<file path="config.mk">
export PLATFORM = sky130hd
export DESIGN_NAME = rs_enc_stream_ctrl
export DESIGN_NICKNAME = d
export VERILOG_FILES = /design/src/rtl/rs_enc_stream_ctrl.sv
export SDC_FILE = /design/constraint.sdc
export NUM_CORES = 1
export LEC_CHECK = 0
export CORE_ASPECT_RATIO = 0.9
export CORE_MARGIN = 8
export CORE_UTILIZATION = 42
export DETAILED_ROUTE_END_ITERATION = 7
export PLACE_DENSITY_LB_ADDON = 0.2
export SYNTH_ARGS = -nofsm -noshare
export SYNTH_HDL_FRONTEND = slang
export SYNTH_SLANG_ARGS = --single-unit
</file>
<file path="constraint.sdc">
create_clock -name clk -period 1.5 [get_ports clk]
set_input_delay 0.3 -clock clk [delete_from_list [all_inputs] [get_ports clk]]
set_output_delay 0.3 -clock clk [all_outputs]
set_load 0.02 [all_outputs]
</file>
<file path="src/rtl/rs_enc_stream_ctrl.sv">
// ============================================================================
// Module      : rs_enc_stream_ctrl
// Description : Streaming controller for a systematic RS(N,K) encoder that
//               drives an external parity LFSR. Takes K message symbols,
//               echoes them out, then drains N-K parity symbols from the
//               LFSR with SOP/EOP/parity flags and downstream back-pressure.
//               Optional feature macro: RS_SHORTEN_EN (per-codeword k_len).
// Revision    : 1.0 - initial release
// ============================================================================
`default_nettype none

module rs_enc_stream_ctrl #(
  parameter int SYM_W = 8,
  parameter int N     = 255,
  parameter int K     = 239,
  parameter int CNT_W = 8
) (
  input  logic               clk,
  input  logic               rst,        // asynchronous, active low
  input  logic               in_valid,
  output logic               in_ready,
  input  logic [SYM_W-1:0]   in_data,
`ifdef RS_SHORTEN_EN
  input  logic [CNT_W-1:0]   k_len,
`endif
  input  logic [SYM_W-1:0]   lfsr_top,
  output logic [SYM_W-1:0]   lfsr_fb,
  output logic               lfsr_en,
  input  logic               out_ready,
  output logic               out_valid,
  output logic [SYM_W-1:0]   out_data,
  output logic               out_sop,
  output logic               out_eop,
  output logic               out_par,
  output logic [15:0]        cw_count
);

  localparam logic [CNT_W-1:0] C_K   = CNT_W'(K);
  localparam logic [CNT_W-1:0] C_NK  = CNT_W'(N - K);
  localparam logic [CNT_W-1:0] C_ONE = CNT_W'(1);

  typedef enum logic [0:0] {
    MSG = 1'b0,
    PAR = 1'b1
  } state_t;

  state_t             state;
  state_t             state_nxt;
  logic [CNT_W-1:0]   sym_cnt;
  logic [CNT_W-1:0]   sym_cnt_nxt;
  logic [CNT_W-1:0]   kl_eff;
  logic [CNT_W-1:0]   last_idx;
  logic               adv;
  logic               accept;
  logic               first_sym;
  logic               last_par;

  // The output register may load whenever it is empty or being drained.
  assign adv       = out_ready | ~out_valid;
  // Written without in_ready so the handshake has no combinational loop.
  assign accept    = in_valid & adv & (state == MSG);
  assign first_sym = (sym_cnt == '0);

`ifdef RS_SHORTEN_EN
  logic [CNT_W-1:0] kl_reg;
  logic [CNT_W-1:0] k_len_sat;

  // Out-of-range lengths fall back to the full message length.
  assign k_len_sat = ((k_len == '0) || (k_len > C_K)) ? C_K : k_len;
  // On the first symbol the freshly sampled length must already steer the
  // MSG->PAR decision (matters for a 1-symbol message).
  assign kl_eff    = ((state == MSG) && first_sym) ? k_len_sat : kl_reg;

  // Latch the message length of the codeword on its first accepted symbol.
  always_ff @(posedge clk or negedge rst) begin
    if (!rst) begin
      kl_reg <= C_K;
    end else if (accept && first_sym) begin
      kl_reg <= k_len_sat;
    end
  end
`else
  assign kl_eff = C_K;
`endif

  assign last_idx = kl_eff + C_NK - C_ONE;
  assign last_par = (state == PAR) && (sym_cnt == last_idx);

  // State and symbol counter register.
  always_ff @(posedge clk or negedge rst) begin
    if (!rst) begin
      state   <= MSG;
      sym_cnt <= '0;
    end else begin
      state   <= state_nxt;
      sym_cnt <= sym_cnt_nxt;
    end
  end

  // Next-state logic plus LFSR control and input handshake.
  always_comb begin
    state_nxt   = state;
    sym_cnt_nxt = sym_cnt;
    in_ready    = 1'b0;
    lfsr_fb     = '0;
    lfsr_en     = 1'b0;
    case (state)
      MSG: begin
        in_ready = adv;
        lfsr_fb  = in_data ^ lfsr_top;
        lfsr_en  = accept;
        if (accept) begin
          sym_cnt_nxt = sym_cnt + C_ONE;
          if (sym_cnt == (kl_eff - C_ONE)) begin
            state_nxt = PAR;
          end
        end
      end
      PAR: begin
        // Zero feedback: the LFSR empties itself while parity drains.
        if (adv) begin
          lfsr_en = 1'b1;
          if (last_par) begin
            sym_cnt_nxt = '0;
            state_nxt   = MSG;
          end else begin
            sym_cnt_nxt = sym_cnt + C_ONE;
          end
        end
      end
      default: begin
        state_nxt   = MSG;
        sym_cnt_nxt = '0;
      end
    endcase
  end

  // Registered codeword output stream and completed-codeword counter.
  always_ff @(posedge clk or negedge rst) begin
    if (!rst) begin
      out_valid <= 1'b0;
      out_data  <= '0;
      out_sop   <= 1'b0;
      out_eop   <= 1'b0;
      out_par   <= 1'b0;
      cw_count  <= '0;
    end else if (adv) begin
      if (state == MSG) begin
        if (accept) begin
          out_valid <= 1'b1;
          out_data  <= in_data;
          out_par   <= 1'b0;
          out_sop   <= first_sym;
          out_eop   <= 1'b0;
        end else begin
          out_valid <= 1'b0;
          out_sop   <= 1'b0;
          out_eop   <= 1'b0;
        end
      end else begin
        out_valid <= 1'b1;
        out_data  <= lfsr_top;
        out_par   <= 1'b1;
        out_sop   <= 1'b0;
        out_eop   <= last_par;
        if (last_par) begin
          cw_count <= cw_count + 16'd1;
        end
      end
    end
  end

endmodule

`default_nettype wire
</file>
; ---- Yosys cells after proc, flatten, opt, wreduce, memory -nomap -nowiden
; Cells that the tools add are included.
[totals]
regBits = 37
output_inout_bits = 38
[op_classes]
add_sub_neg = 2
eq_ne = 4
muxes = 22
bitwise_logic = 6
n_reduce_logical = 6
[op_table]
columns = cell, count
row1 = 8-bit 2-to-1 mux, 6
row2 = 16-bit by 1-bit adder with 16-bit output (second input constant), 1
row3 = 8-bit == test (second input constant), 2
row4 = 8-bit case mux with 2 select lines, 1
row5 = 1-bit 2-to-1 mux, 13
row6 = 8-bit by 1-bit adder with 8-bit output (second input constant), 1
row7 = 8-bit logical NOT, 1
row8 = 8-bit bitwise XOR, 1
row9 = 1-bit case mux with 2 select lines, 2
row10 = 2-bit AND reduction, 2
row11 = 3-bit AND reduction, 1
row12 = 1-bit bitwise AND, 2
row13 = 2-bit by 1-bit != test with 1-bit output (second input constant), 1
row14 = 2-bit != test (second input constant), 1
row15 = 1-bit NOT, 2
row16 = 2-bit nonzero test, 1
row17 = 1-bit logical AND, 1
row18 = 1-bit bitwise OR, 1

; ---- Logic depth before layout (Yosys ltp)
[depth]
depth_word = 6
mapped_depth = 7
mapped_depth_nobuf = 6

; ---- Least setup slack after synthesis
; No wires, ideal clock.
[synth_path]
path_kind = reg2reg
from = register sym_cnt[0]
to = register sym_cnt[5]
arrival_time_ns = 1.543
setup_slack_ns = -0.182
stages_incl_launch_ff = 8
path_buffers = 1
path_cell_list = dfrtp_1 inv_1 ha_1 nand4_4 or3_1 buf_6 o311ai_0 o41ai_1
[synth_via]
elab_chain_len = 5
elab_cells_between_ends = 7
classes_between = add/sub (1) / eq/ne (1) / mux (4) / reduce/logical (1)
[synth_lines]
columns = element, line
row1 = start: declaration, 49  ; logic [CNT_W-1:0] sym_cnt;
row2 = start signal: assignment, 96  ; sym_cnt <= sym_cnt_nxt;
row3 = "parallel branches: the longest is 4 deep, another holds 8-bit by 1-bit adder with 8-bit output", n/a
row4 = 8-bit case mux with 2 select lines *, 107  ; case (state)
; Mark *: on every way between the ends. The select of a mux whose other input is x is not followed.
; A chain may end at the register's enable or synchronous reset.

; ---- Worst setup path after layout
[layout_path]
from = register out_valid
to = register sym_cnt[7]
[layout_via]
elab_chain_len = 6
elab_cells_between_ends = 7
classes_between = eq/ne (2) / bitwise (4) / reduce/logical (1)
[layout_lines]
columns = element, line
row1 = start: declaration, 30  ; output logic out_valid,
row2 = start signal: assignment, 141  ; out_valid <= 1'b0;
row3 = start signal: assignment, 150  ; out_valid <= 1'b1;
row4 = start signal: assignment, 156  ; out_valid <= 1'b0;
row5 = 1-bit NOT *, 59  ; assign adv = out_ready | ~out_valid;
row6 = 1-bit bitwise OR *, 59
row7 = 1-bit bitwise AND (2 in a row), 61  ; assign accept = in_valid & adv & (state == MSG);
row8 = 2-bit != test (no line), n/a
row9 = 2-bit AND reduction (no line) *, n/a
; Mark *: on every way between the ends. The rest lies on a longest branch, timed or not.

==> load_flow_metrics.sql <==
INSERT INTO impl_metrics (metric_group, metric, value, unit) VALUES
('run_status', 'outcome', 'finished with violations', ''),
('run_status', 'violations', 'negative setup slack', ''),
('drt', 'routedWlPerCell', '15.6', 'µm'),
('drt', 'post_drt_via_cell_ratio', '4.86', ''),
('power', 'p_per_cell_area', '879', 'nW/µm²'),
('power', 'vdd_ir_drop_max', '997', 'µV'),
('global_routing', 'grt_pass1_vias', '1686', ''),
('cells_and_area', 'finalNonFillerCells', '352', ''),
('synthesis', 'synth.ff_latch_count', '37', ''),
('floorplanning', 'die-width', '87.1', 'µm'),
('run', 'max_cap_violations', '0', ''),
('drt', 'drtAntennaViolNets', '0', ''),
('power', 'power_leakage', '1.47', 'nW'),
('setup_path', 'worst-setup-path-type', 'reg -> reg', ''),
('global_routing', 'largest_net_degree_at_the_start_of_global_routing', '38', ''),
('synthesis', 'synth_area_per_cell', '10.6', 'µm²'),
('timing', 'min_clock_period_post_route', '1630', 'ps'),
('cells_and_area', 'nFillCells', '333', ''),
('setup_path', 'worstPathArrival', '1790', 'ps'),
('drt', 'route.detailed.drc', '0', ''),
('floorplanning', 'vertical_die_dimension', '80.0', 'µm'),
('setup_path', 'crit_path_max_delay_family', 'simple AND/OR/NAND/NOR gates', ''),
('setup_path', 'slowest_delay', '430', 'ps'),
('cells_and_area', 'antenna_cells', '0', ''),
('global_routing', 'grt_first_pass_wirelength', '8150', 'µm'),
('synthesis', 'netlist-cell-type-count', '32', ''),
('timing', 'timing.final.max_slew_violations', '0', ''),
('synthesis', 'synthMostInstantiatedCell', 'sky130_fd_sc_hd__dfrtp_1', ''),
('placement', 'dp.cells', '327', ''),
('placement', 'numPortBuffers', '57', ''),
('cells_and_area', 'final_core_utilization', '0.720', ''),
('synthesis', 'number_of_enable_flip_flop_cells_after_synthesis', '0', ''),
('setup_path', 'timing.critical_path.to_type', 'flip-flop', ''),
('setup_path', 'timing.critical_path.fanout_max', '6', ''),
('timing', 'finalWorstSetupSlack', '-125', 'ps'),
('setup_path', 'critical_path_buf_inv_count', '2', ''),
('synthesis', 'mappedNetlistArea', '1910', 'µm²'),
('timing', 'fin_setup_tns', '-1590', 'ps'),
('timing', 'max_freq', '0.615', 'GHz'),
('clock_tree', 'tritoncts.num_buffers', '5', ''),
('clock_tree', 'clockBufferDepth', '2', ''),
('synthesis', 'ranking_of_synthesized_cells_by_instance_count', 'sky130_fd_sc_hd__dfrtp_1, sky130_fd_sc_hd__nand2_1, sky130_fd_sc_hd__xnor2_1', ''),
('floorplanning', 'fp.coreArea', '4400', 'µm²'),
('placement', 'post-dp-hpwl', '3690', 'µm'),
('setup_path', 'timing.critical_path.slowest_stage_cell', 'sky130_fd_sc_hd__or3_4', ''),
('global_routing', 'total_track_usage', '0.151', ''),
('drt', 'num_vias', '1712', ''),
('cells_and_area', 'final_layout_size_suffix_gt1_frac', '0.372', ''),
('clock_tree', 'cts.sink_count', '37', ''),
('timing', 'timing.final.crit_share', '1.08', ''),
('global_routing', 'grt-ovfl-total', '0', ''),
('floorplanning', 'io_pins', '58', ''),
('timing', 'hold_viol', '0', ''),
('synthesis', 'ys.warnings.count', '0', ''),
('synthesis', 'synth-main-ff-cell', 'sky130_fd_sc_hd__dfrtp_1', ''),
('synthesis', 'synth_largest_area_cell', 'sky130_fd_sc_hd__dfrtp_1', ''),
('global_routing', 'initial_antenna_violation_count', '0', ''),
('timing', 'grt_setup_unrepaired', 'true', ''),
('synthesis', 'synth_seq_area_share', '0.485', ''),
('floorplanning', 'floorplan.initialDensity', '0.434', ''),
('cells_and_area', 'layout.nets', '313', ''),
('timing', 'final-setup-viol-count', '24', ''),
('timing', 'timing.max_slew.rel_slack', '0.686', ''),
('setup_path', 'startpoint_types', 'flip-flop', ''),
('hold_path', 'min-delay-path-class', 'in -> async', ''),
('clock_tree', 'tritoncts', 'built', ''),
('synthesis', 'postSynthNetCount', '205', ''),
('drt', 'initialDrtViolationCount', '41', ''),
('timing', 'worst_clock_skew', '7.16', 'ps'),
('placement', 'gp_routability_congestion', '0.921', ''),
('clock_tree', 'cts.reportedPaths.clkPinSlew', '70', 'ps');
-- layout by cell type, fill, tap and decap left out, drive strengths merged, types with 4 or more instances in the layout --
cell            n
buf            62
nor3            4
clkbuf          7
dlygate4sd2    26
ha              4
xnor2          24
inv             4
nor4            4
clkdlybuf4s50  17
dfrtp          37
nand3          11
mux2i          10
nand2          24
nand4           7
nor2           16
o21ai          10
-- power by group --
part / internal (mW) / total, mW / switching (mW)
clock network: 0.415 / 0.778 / 0.363
logic: 0.404 / 0.823 / 0.419
registers: 1.10 / 1.19 / 0.0892
total: 1.92 / 2.79 / 0.871
-- worst paths after layout --
path	from	endpoint	slack, ps	cells past startpoint
setup / recovery	out_valid	sym_cnt[7]	-130	6
hold / removal	rst	cw_count[9]	30	2
setup reg to reg	out_valid	sym_cnt[7]	-130	6
hold reg to reg	out_data[5]	out_data[5]	470	2
max in group asynchronous	rst	out_valid	1110	2
min in group clk	out_data[5]	out_data[5]	470	2
-- cell type report --
| type | instances | area [µm²] | area share |
|---|---|---|---|
| Sequential cell | 37 | 930 | 0.293 |
| Clock inverter | 1 | 5.00 | 0.00158 |
| Clock buffer | 7 | 96.3 | 0.0304 |
| Multi-Input combinational cell | 133 | 1090 | 0.344 |
| Inverter | 4 | 15.0 | 0.00473 |
| Tap cell | 62 | 77.6 | 0.0245 |
| Timing Repair Buffer | 108 | 958 | 0.302 |
-- metrics by stage --
step	power, mW	setup slack [ps]	hold WS, ps
2_1_floorplan	1.57	-80.5	4.41
3_3_place_gp	1.95	-630	372
3_5_place_dp	1.96	-615	372
4_1_cts	2.74	-89.7	53.2
5_1_grt	2.92	-156	88.5
6_report	2.79	-125	34.5
-- state kept, by name, summed over array words and instances (netlist names) --
name,flops
cw_count,16
sym_cnt,8
out_sop,1
out_data,8
out_eop,1
state,1
out_par,1
out_valid,1
-- cells by family after synthesis --
| family | Yosys count | synth area share |
|---|---|---|
| flip-flops | 37 | 0.485 |
| multiplexers | 10 | 0.0524 |
| adder cells (fa/ha/maj) | 4 | 0.0262 |
| XOR/XNOR | 26 | 0.123 |
| buffers and inverters | 11 | 0.0308 |
| AND/OR/NAND/NOR | 77 | 0.229 |
| AO/OA/AOI/OAI | 16 | 0.0544 |
-- routing by layer --
layer | track usage | vias up | wire length, µm | share of wire
li1 | - | 842 | - | -
met1 | 0.174 | 825 | 2260 | 0.41
met2 | 0.258 | 36 | 2900 | 0.53
met3 | 0.0319 | 9 | 227 | 0.041
met4 | 0.0789 | 0 | 105 | 0.019
met5 | 0 | - | 0 | 0
-- what timing repair did --
item / in CTS / in global routing
endpoints found under the setup margin: 61 / 36
buffers inserted: 7 / 10
pin swaps: 15 / 8
hold buffers: 0 / 0
cloned: 1 / 0
resized for setup: 91 / 33
Note: power is estimated with default switching activity, not from simulation.
